### config.mk
export PLATFORM = sky130hd
export DESIGN_NAME = etc_block_collector
export DESIGN_NICKNAME = d
export VERILOG_FILES = /design/src/rtl/etc_pkg.sv /design/src/rtl/etc_block_buf.sv /design/src/rtl/etc_block_collector.sv
export SDC_FILE = /design/constraint.sdc
export NUM_CORES = 1
export LEC_CHECK = 0
export CORE_MARGIN = 8
export CORE_UTILIZATION = 49
export DETAILED_ROUTE_END_ITERATION = 12
export PLACE_DENSITY_LB_ADDON = 0.08
export SLEW_MARGIN = 15
export SYNTH_ARGS = -nofsm -noshare
export SYNTH_HDL_FRONTEND = slang
export SYNTH_SLANG_ARGS = --single-unit
### constraint.sdc
create_clock -name sclk -period 6.9 [get_ports sclk]
set_input_delay 1.38 -clock sclk [delete_from_list [all_inputs] [get_ports sclk]]
set_output_delay 1.38 -clock sclk [all_outputs]
set_load 0.005 [all_outputs]
### src/rtl/etc_pkg.sv
// Shared types and sizes for the ETC block collector: FSM encoding, pixel/row
// widths, pixel count and watchdog limit.
`timescale 1ns/1ps
package etc_pkg;
  localparam int PIX_W     = 32;
  localparam int ROW_W     = 128;
  localparam int NPIX      = 16;
  localparam int NLANE     = 4;
  localparam int IDX_W     = 4;
  localparam int ROW_IDX_W = 2;
  localparam int WDOG_MAX  = 255;

  typedef enum logic [1:0] {
    ST_IDLE = 2'd0,
    ST_REQ  = 2'd1,
    ST_WAIT = 2'd2,
    ST_EMIT = 2'd3
  } etc_state_e;
endpackage

### src/rtl/etc_block_buf.sv
// 16 x 32-bit pixel register file: indexed write, row-select read of four lanes
// where lane x of row y holds pixel p = 4x + y.
`timescale 1ns/1ps
module etc_block_buf
  import etc_pkg::*;
(
  input  logic                 i_clk,
  input  logic                 i_wr_en,
  input  logic [IDX_W-1:0]     i_wr_addr,
  input  logic [PIX_W-1:0]     i_wr_data,
  input  logic [ROW_IDX_W-1:0] i_rd_row,
  output logic [ROW_W-1:0]     o_rd_data
);
  logic [PIX_W-1:0] r_mem [NPIX];

  // Contents are only read after a full block has been written, so no reset.
  always_ff @(posedge i_clk) begin
    if (i_wr_en) begin
      r_mem[i_wr_addr] <= i_wr_data;
    end
  end

  generate
    for (genvar gi = 0; gi < NLANE; gi++) begin : g_lane
      logic [IDX_W-1:0] w_addr;
      assign w_addr = {2'(gi), i_rd_row};
      assign o_rd_data[PIX_W*gi +: PIX_W] = r_mem[w_addr];
    end
  endgenerate
endmodule

### src/rtl/etc_block_collector.sv
// Collects 16 ETC pixels from a generator into a 4x4 block and emits it row by
// row. Optional WAIT-state watchdog selected by `define ETC_COLLECT_WDOG_EN.
`timescale 1ns/1ps
module etc_block_collector
  import etc_pkg::*;
(
  input  logic                 sclk,
  input  logic                 rsrt,
  input  logic                 blk_rts,
  output logic                 blk_rtr,
  output logic                 pix_req,
  output logic [IDX_W-1:0]     pix_idx,
  input  logic                 pix_rts,
  input  logic [7:0]           pix_r,
  input  logic [7:0]           pix_g,
  input  logic [7:0]           pix_b,
  input  logic [7:0]           pix_a,
  output logic                 row_rts,
  input  logic                 row_rtr,
  output logic [ROW_IDX_W-1:0] row_idx,
  output logic [ROW_W-1:0]     row_data,
  output logic                 blk_done,
  output logic                 err
);
  etc_state_e             r_state;
  logic                   r_pix_req;
  logic [IDX_W-1:0]       r_pix_idx;
  logic                   r_row_rts;
  logic [ROW_IDX_W-1:0]   r_row_idx;

  logic                   w_wr_en;
  logic [PIX_W-1:0]       w_wr_data;
  logic [ROW_W-1:0]       w_rd_data;
  logic                   w_row_acc;

`ifdef ETC_COLLECT_WDOG_EN
  logic [7:0]             r_wdog;
  logic                   r_err;
`endif

  assign w_wr_en   = (r_state == ST_WAIT) && pix_rts;
  assign w_wr_data = {pix_a, pix_b, pix_g, pix_r};
  assign w_row_acc = r_row_rts && row_rtr;

  etc_block_buf u_buf (
    .i_clk     (sclk),
    .i_wr_en   (w_wr_en),
    .i_wr_addr (r_pix_idx),
    .i_wr_data (w_wr_data),
    .i_rd_row  (r_row_idx),
    .o_rd_data (w_rd_data)
  );

  always_ff @(posedge sclk) begin
    if (rsrt) begin
      r_state   <= ST_IDLE;
      r_pix_req <= 1'b0;
      r_pix_idx <= '0;
      r_row_rts <= 1'b0;
      r_row_idx <= '0;
`ifdef ETC_COLLECT_WDOG_EN
      r_wdog    <= '0;
      r_err     <= 1'b0;
`endif
    end else begin
      case (r_state)
        ST_IDLE: begin
          if (blk_rts) begin
            r_state   <= ST_REQ;
            r_pix_req <= 1'b1;
            r_pix_idx <= '0;
`ifdef ETC_COLLECT_WDOG_EN
            r_err     <= 1'b0;
`endif
          end
        end
        ST_REQ: begin
          r_pix_req <= 1'b0;
          r_state   <= ST_WAIT;
`ifdef ETC_COLLECT_WDOG_EN
          r_wdog    <= '0;
`endif
        end
        ST_WAIT: begin
          if (pix_rts) begin
            if (r_pix_idx == 4'(NPIX - 1)) begin
              r_state   <= ST_EMIT;
              r_row_rts <= 1'b1;
              r_row_idx <= '0;
            end else begin
              r_pix_idx <= r_pix_idx + 1'b1;
              r_pix_req <= 1'b1;
              r_state   <= ST_REQ;
            end
          end
`ifdef ETC_COLLECT_WDOG_EN
          // A lost pixel is re-requested at the same index; err stays set
          // until the next block is accepted.
          else if (r_wdog == 8'(WDOG_MAX - 1)) begin
            r_pix_req <= 1'b1;
            r_state   <= ST_REQ;
            r_err     <= 1'b1;
          end else begin
            r_wdog    <= r_wdog + 1'b1;
          end
`endif
        end
        ST_EMIT: begin
          if (w_row_acc) begin
            if (r_row_idx == 2'd3) begin
              r_row_rts <= 1'b0;
              r_row_idx <= '0;
              r_state   <= ST_IDLE;
            end else begin
              r_row_idx <= r_row_idx + 1'b1;
            end
          end
        end
        default: r_state <= ST_IDLE;
      endcase
    end
  end

  assign blk_rtr  = (r_state == ST_IDLE) && !rsrt;
  assign pix_req  = r_pix_req;
  assign pix_idx  = r_pix_idx;
  assign row_rts  = r_row_rts;
  assign row_idx  = r_row_idx;
  assign row_data = r_row_rts ? w_rd_data : '0;
  // Pulse coincides with the handshake of row 3 so a new block can follow at once.
  assign blk_done = w_row_acc && (r_row_idx == 2'd3) && !rsrt;

`ifdef ETC_COLLECT_WDOG_EN
  assign err = r_err;
`else
  assign err = 1'b0;
`endif
endmodule

==> results by group <==
Worst setup path
  • FF-to-FF setup slack: slightly above 4 ns
  • Arr. time, crit path: 3.30 ns
  • Req. time, crit path: roughly 5.5 ns
  • Worst Setup End Kind: output pin
  • Critical path class: reg -> out
  • Worst r2r dst: u_buf.r_mem[0][18]$_DFFE_PP_
  • Worst-path fanout max: 34
  • Critical Path Start Type: flip-flop
  • Worst reg-to-reg path cell count: 4
  • RR Startpoint: r_state[1]$_SDFFE_PP0P_

Logic synthesis
  • Synthesized Nets: ~950
  • Synth Register Bits: 524
  • Mean Syn Cell Area: around 22 µm²
  • Top_reg_cell synth: edfxtp_1
  • Top cells by count, synth: edfxtp_1, and2_1, mux4_2
  • FFs w/ async S/R, synth: 0
  • Sequential share of the synthesized area: 0.774
  • Post-Synthesis Cells: between 900 and 1000
  • Yosys top cell area share: 0.762
  • EDFF count, synth: 512
  • Syn Std Cell Area: ~20000 µm²
  • Most common cell in the netlist: edfxtp_1
  • Yosys warning total: 0
  • Dominant cell type by area after synthesis: edfxtp_1
  • Post-synth cell types: 38
  • Synth area leaders: edfxtp_1, mux4_2, and2_1

Route
  • Residual DRC: 0
  • Initial DRC count: slightly below 700
  • Vias: about 9400
  • Vias/cell: between 5 and 6
  • DR pass1 iterations: 4
  • Final ANT Viol Nets: 0
  • Wire per inst: roughly 26 µm
  • Routed wire length: between 40000 and 50000 µm

Placement
  • Pre-CTS WS: ~2.6 ns
  • DP Area: approximately 22000 µm²
  • I/O Buffers: approximately 170
  • DP HPWL: approximately 24000 µm
  • Placer congestion estimate: ~0.7

Floorplanning
  • Die Y-Extent: ~220 µm
  • Row cnt: between 70 and 80
  • Die width: about 220 µm
  • Die ar.: between 40000 and 50000 µm²
  • Core Region: just over 40000 µm²
  • Initial core utilization: 0.495
  • # IOs: about 180

Min path
  • Hold Startpoint: pix_req$_SDFFE_PP0P_
  • Hold depth: 2
  • Worst min-delay path class: reg -> reg
  • Hold path endpoint: pix_req$_SDFFE_PP0P_

Power
  • Leakage: roughly 7.4 nW
  • Part of the power in registers: 0.566
  • Power per cell area: 257 nW/µm²
  • Clock power share: 0.420
  • Net Sw Power: about 1.2 mW
  • Total internal power: about 5 mW
  • Combinational power share: 0.014
  • Max VDD drop: around 0.00018 V
  • Sw Share: 0.191

STA
  • Final hold violations: 0
  • RSZ-0062 raised after global routing: false
  • Maximum clock frequency: 214 MHz
  • Fin worst setup slack: between 2 and 2.5 ns
  • Max Slew Vio Count: 0
  • Final Critical Period: around 4.7 ns
  • Tcrit/Tclk final: 0.679
  • Worst slew pin tran: 1.06 ns
  • Clk_skew: ~0.016 ns
  • Endpoints failing setup: 0
  • Worst hold slack: 0.536 ns
  • Setup TNS: 0 ns
  • Worst slew margin: 0.290

GRT
  • First-pass GRT wire length: between 60000 and 70000 µm
  • Gr usage total: 0.184
  • Initial antenna violation count: 0
  • Largest net degree at the start of global routing: 68
  • Vias in the first global route: roughly 10000
  • Grt total ovfl: 0

Clock tree
  • Cts hold-fix bufs: 0
  • Worst-Skew Late Latency: 0.58 ns
  • Clk root buf: clkbuf_16
  • Num Clock Sinks: ~520
  • Num CTS Buffers: 52
  • H-tree depth: 2
  • Max clock buf depth: 3
  • CTS tree: yes
  • Post-CTS Resized: 0
  • CTS clk-pin slew, worst paths: 0.06 ns
  • Setup Fix Bufs, Post-CTS: 0

Finish
  • Layout Nets: around 1200
  • Final instance area: roughly 24000 µm²
  • Synthesis-to-layout area growth: 19.1%
  • Diodes inserted: 0
  • Share of cells above drive strength 1: 0.202

Flow run
  • Max-capacitance violation count: 0

Status
  • Status: completed
[metal layers]
layer / track usage / vias up / share of wire
met3: 0.0340 / 55 / 0.058
met4: 0.0454 / 0 / 0.017
li1: - / 4094 / -
met2: 0.298 / 264 / 0.49
met1: 0.258 / 4963 / 0.43
met5: 0 / - / 0
[cell usage in the layout (no fill, tap or decap), types with 5 or more instances in the layout]
cell	instances
clkbuf_1	15
clkbuf_16	53
nor2_4	11
buf_4	18
clkinv_1	14
nand2_1	7
edfxtp_1	512
inv_1	5
ha_1	5
mux4_2	128
a21oi_1	5
dfxtp_1	9
nand3_1	5
clkdlybuf4s50_1	174
and2_1	128
[critical path, cell delays in order, from the launching register on]
cell and delay (ns):
dfxtp_4 0.82, buf_4 0.63, mux4_2 0.57, and2_1 0.20, clkdlybuf4s50_1 0.47
[kinds of logic (layout without fill, tap and decap cells)]
kind of cell	Yosys count	count (layout)	synth area share
other	1	1	0.000186
AO/OA/AOI/OAI	20	20	0.00682
buffers and inverters	54	291	0.0207
AND/OR/NAND/NOR	176	176	0.0521
adder cells (fa/ha/maj)	5	5	0.00310
flip-flops	524	524	0.774
multiplexers	129	129	0.143
[power by group through the flow]
| stage | logic, mW | clock network, mW | registers [mW] |
|---|---|---|---|
| finish | 0.0858 | 2.60 | 3.50 |
| global route | 0.0952 | 2.77 | 3.50 |
| CTS | 0.0879 | 2.66 | 3.50 |
| detailed placement | 0.0880 | 0 | 3.57 |
| global placement | 0.0839 | 0 | 3.57 |
| floorplan | 0.0173 | 0 | 3.57 |
[flip-flops by register name, indices dropped and copies added (netlist names), named ones only]
name	count
row_idx	2
u_buf.r_mem	512
pix_req	1
pix_idx	4
row_rts	1
r_state	2
[worst max path at each step]
| stage | end | slack [ns] | depth (start not counted) |
|---|---|---|---|
| floorplan | u_buf.r_mem[0][0]$_DFFE_PP_ | 2.36 | 4 |
| global placement | row_data[28] | 2.68 | 4 |
| detailed placement | u_buf.r_mem[0][25]$_DFFE_PP_ | 2.60 | 5 |
| CTS | row_data[28] | 2.05 | 4 |
| global route | row_data[28] | 1.95 | 4 |
| finish | row_data[28] | 2.22 | 4 |
[layout make-up]
type | instances | area (µm²)
multi-input combinational | 331 | 4260
inverter | 5 | 18.8
sequential | 524 | 15600
tap | 532 | 666
fill | 3027 | 16700
timing repair buffer | 194 | 1920
clock inverter | 24 | 168
clock buffer | 68 | 1380
[metrics by stage]
step                std cells   util  power (mW)
global placement         1586  0.552        3.65
finish                   1678  0.590        6.18
global route             1678  0.590        6.37
CTS                      1678  0.590        6.25
floorplan                 909      -        3.59
detailed placement       1586  0.552        3.66
Power figures use the tool's default switching activity.
==> RTL change 1, RTL diff (same flow settings) <==
Re-encode `etc_state_e` (4 states) as Gray code, 2 bits wide.
--- a/src/rtl/etc_pkg.sv
+++ b/src/rtl/etc_pkg.sv
@@ -13,6 +13,6 @@
   typedef enum logic [1:0] {
-    ST_IDLE = 2'd0,
-    ST_REQ  = 2'd1,
-    ST_WAIT = 2'd2,
-    ST_EMIT = 2'd3
+    ST_IDLE = 2'b00,
+    ST_REQ  = 2'b01,
+    ST_WAIT = 2'b11,
+    ST_EMIT = 2'b10
   } etc_state_e;
Check against the original RTL: same outputs for any inputs over 4 cycles, from zero or initial values; so few cycles prove little.
==> RTL change 1 against the original RTL <==
Area after synthesis barely moved. Sequential power barely moved. Worst hold slack got worse by 15 ps. Count of clock-buffer cells in the layout did not move. Clock skew rose by 5.2 ps. Critical path depth did not move. Sequential cell count did not move. Non-clock buffer count rose by 4. Worst setup slack improved by 88 ps. Routed wire length fell by 1.1%. Critical endpoint is now row_data[11]. Final area rose by 0.21%. First-iteration DRC count fell by 4.9%. Power rose by 1.3%. Die area barely moved.
==> RTL change 1: results (changes against the original RTL) <==
GPL Wtd Cong: 0.713 (was 0.691)
R2R setup slack: 4270 ps (was 4090 ps)
data arrival time of the critical path: 3220 ps (was 3300 ps)
crit path max fanout: 48 (was 34)
DR iter-0 viols: 640 (was 673)
number of fill cells: 3,014 (was 3,027)
buffering overhead: 8.03% (was 7.98%)
vias in the first global route: 9,912 (was 9,979)
Cells after DPL: 1,590 (was 1,586)
Clock-cell share: 6.66% (was 6.45%)
Post-DP Area: 22,500 µm² (about the same)
WHS: 521 ps (was 536 ps)
Slew HR: 33.9% (was 29.0%)
compound-cell area share of the yosys netlist: 0.819% (was 0.682%)
net switching power figure: 1.20 mW (was 1.18 mW)
Netlist cell types: 32 (was 38)
Total GRT Usage: 18.1% (was 18.4%)
status: complete, no violations (unchanged)
global-route wire length before repair: 64,300 µm (was 65,500 µm)
FF-to-FF Start: r_state[0] (was r_state[1])
leak pwr: 7.40 nW (was 7.36 nW)
clock skew: 20.9 ps (was 15.6 ps)
multiplexer share of the synthesized area: 14.3% (about the same)
dpl hpwl: 24,100 µm (was 24,400 µm)
Syn Area/Cell: 22.2 µm² (about the same)
multi-input combinational area share: 17.6% (was 17.7%)
Comb group: 0.0839 mW (was 0.0858 mW)
final layout net count: 1,154 (was 1,150)
Worst VDD drop: 201 µV (was 180 µV)
adder-cell area share of the yosys netlist: 0.310% (about the same)
proportion of layout cells with a drive suffix above 1: 20.7% (was 20.2%)
worst r2r dst: u_buf.r_mem[6][0] (was u_buf.r_mem[0][18])
sequential share of the synthesized area: 77.4% (about the same)
via count: 9,399 (was 9,376)
==> RTL change 1: stage by stage <==
| stage | util, % | setup WS, ps | total power [mW] |
|---|---|---|---|
| 2_1_floorplan | - | 2350 | 3.58 |
| 3_3_place_gp | 55.2 | 2660 | 3.65 |
| 3_5_place_dp | 55.2 | 2680 | 3.65 |
| 4_1_cts | 59.1 | 2200 | 6.34 |
| 5_1_grt | 59.1 | 2120 | 6.46 |
| 6_report | 59.1 | 2300 | 6.26 |
==> RTL change 1: metal layers <==
layer  part of all wire (%)  track usage, %
met2                     49            29.1
met5                      0               0
met4                    1.4            3.76
met1                     44            25.1
met3                    6.2            4.49
==> RTL change 1: how the worst max path moves through the flow <==
stage	startpoint	endpoint	slack, ps	cells past startpoint
after global placement	rsrt	blk_rtr	2660	3
final	flop	row_data[11]	2300	4
after floorplan	pix_rts	u_buf.r_mem[1][0]	2350	4
after detailed placement	rsrt	blk_rtr	2680	3
after global routing	flop	row_data[34]	2120	4
after CTS	flop	row_data[33]	2200	4
==> RTL change 2, RTL diff (config.mk and constraints unchanged) <==
Without the edit above. Add a define of `ETC_COLLECT_WDOG_EN`.
--- a/src/rtl/etc_block_collector.sv
+++ b/src/rtl/etc_block_collector.sv
@@ -3,2 +3,4 @@
 `timescale 1ns/1ps
+`define ETC_COLLECT_WDOG_EN
+
 module etc_block_collector
Function: same outputs for any inputs over 4 cycles, from zero or initial values; that may be too few to reach the edited logic, so the function may still have changed.
==> RTL change 2 against the original RTL <==
Sequential power is 2% higher. Largest cell class unchanged. Global-route usage is 0.38 points lower. Sequential cell count is 9 higher. Final area is 2.8% higher. Via count is 5.0% higher. Area after synthesis is 1.9% higher. Power is 5.8% higher. Critical path depth stayed put. Worst setup slack worse by 22 ps. Utilization is 0.31 points higher. Synthesized cell count is 6.5% higher. Combinational power is 6.5% higher. Highest routed layer unchanged. Routed wire length is 1.8% higher.
==> RTL change 2: results (changes against the original RTL) <==
sequential share of the synthesized area: 76.8% (was 77.4%)
Netlist cell types: 41 (was 38)
fin crit period: 4710 ps (was 4680 ps)
number of fill cells: 3,094 (was 3,027)
global-route wire length before repair: 66,600 µm (was 65,500 µm)
leak pwr: 7.62 nW (was 7.36 nW)
CTS Buf Count: 55 (was 52)
wl on met1: 19,200 µm (was 18,900 µm)
Slew @ Worst Pin: 935 ps (was 1060 ps)
Post-DP Area: 23,000 µm² (was 22,500 µm²)
Cells after DPL: 1,652 (was 1,586)
Hold EP: r_wdog[6] (was pix_req)
Seq. pwr: 3.56 mW (was 3.50 mW)
most frequent cells after synthesis: edfxtp_1, and2_1, mux4_2 (unchanged)
Comb group: 0.0914 mW (was 0.0858 mW)
data arrival time of the critical path: 3330 ps (was 3300 ps)
crit path max fanout: 43 (was 34)
WHS: 476 ps (was 536 ps)
final layout net count: 1,214 (was 1,150)
Post-Synthesis Cells: 968 (was 909)
status: complete, no violations (unchanged)
Synthesized Nets: 1,012 (was 951)
clk_lat worst skew: 600 ps (was 580 ps)
GPL Wtd Cong: 0.714 (was 0.691)
fin cells: 1,751 (was 1,678)
CP max stage delay: 930 ps (was 820 ps)
Total GRT Usage: 18.0% (was 18.4%)
final WL: 44,200 µm (was 43,500 µm)
Starting Density: 49.3% (was 49.5%)
via count: 9,843 (was 9,376)
wire length on met2: 21,800 µm (was 21,400 µm)
buffers added on ports: 175 (was 174)
CP Capture Point: row_data[50] (was row_data[28])
Synth area leaders: edfxtp_1, mux4_2, and2_1 (unchanged)
Worst VDD drop: 190 µV (was 180 µV)
min-delay src: r_wdog[6] (was pix_req)
net switching power figure: 1.24 mW (was 1.18 mW)
proportion of layout cells with a drive suffix above 1: 20.2% (about the same)
RTL change 2: cell families (layout without fill, tap and decap cells):
logic type / after synthesis / after routing / share of synthesized area, %
fa+ha+maj: 7 / 7 / 0.426
buf+inv: 58 / 302 / 1.68
mux: 130 / 130 / 14.1
flops: 533 / 533 / 76.8
simple gates: 205 / 205 / 5.79
compound gates: 35 / 35 / 1.14
RTL change 2: layer usage:
layer | up-vias | track usage, %
met5 | - | 0
met4 | 0 | 3.98
met3 | 55 | 4.35
met2 | 271 | 29.8
met1 | 5196 | 24.2
li1 | 4321 | -
RTL change 2: final cells by class:
class                           instances  area share, %
Timing Repair Buffer                  196           7.83
Tap cell                              539           2.73
Inverter                                7          0.106
Clock buffer                           66           5.74
Clock inverter                         33           1.36
Multi-Input combinational cell        377           18.3
Sequential cell                       533           64.0
RTL change 2: per-stage QoR:
stage,util [%],setup slack [ps]
after floorplan,-,2480
after global placement,55.1,2540
after detailed placement,55.1,2560
after CTS,59.3,2040
after global routing,59.3,1910
final,59.3,2190
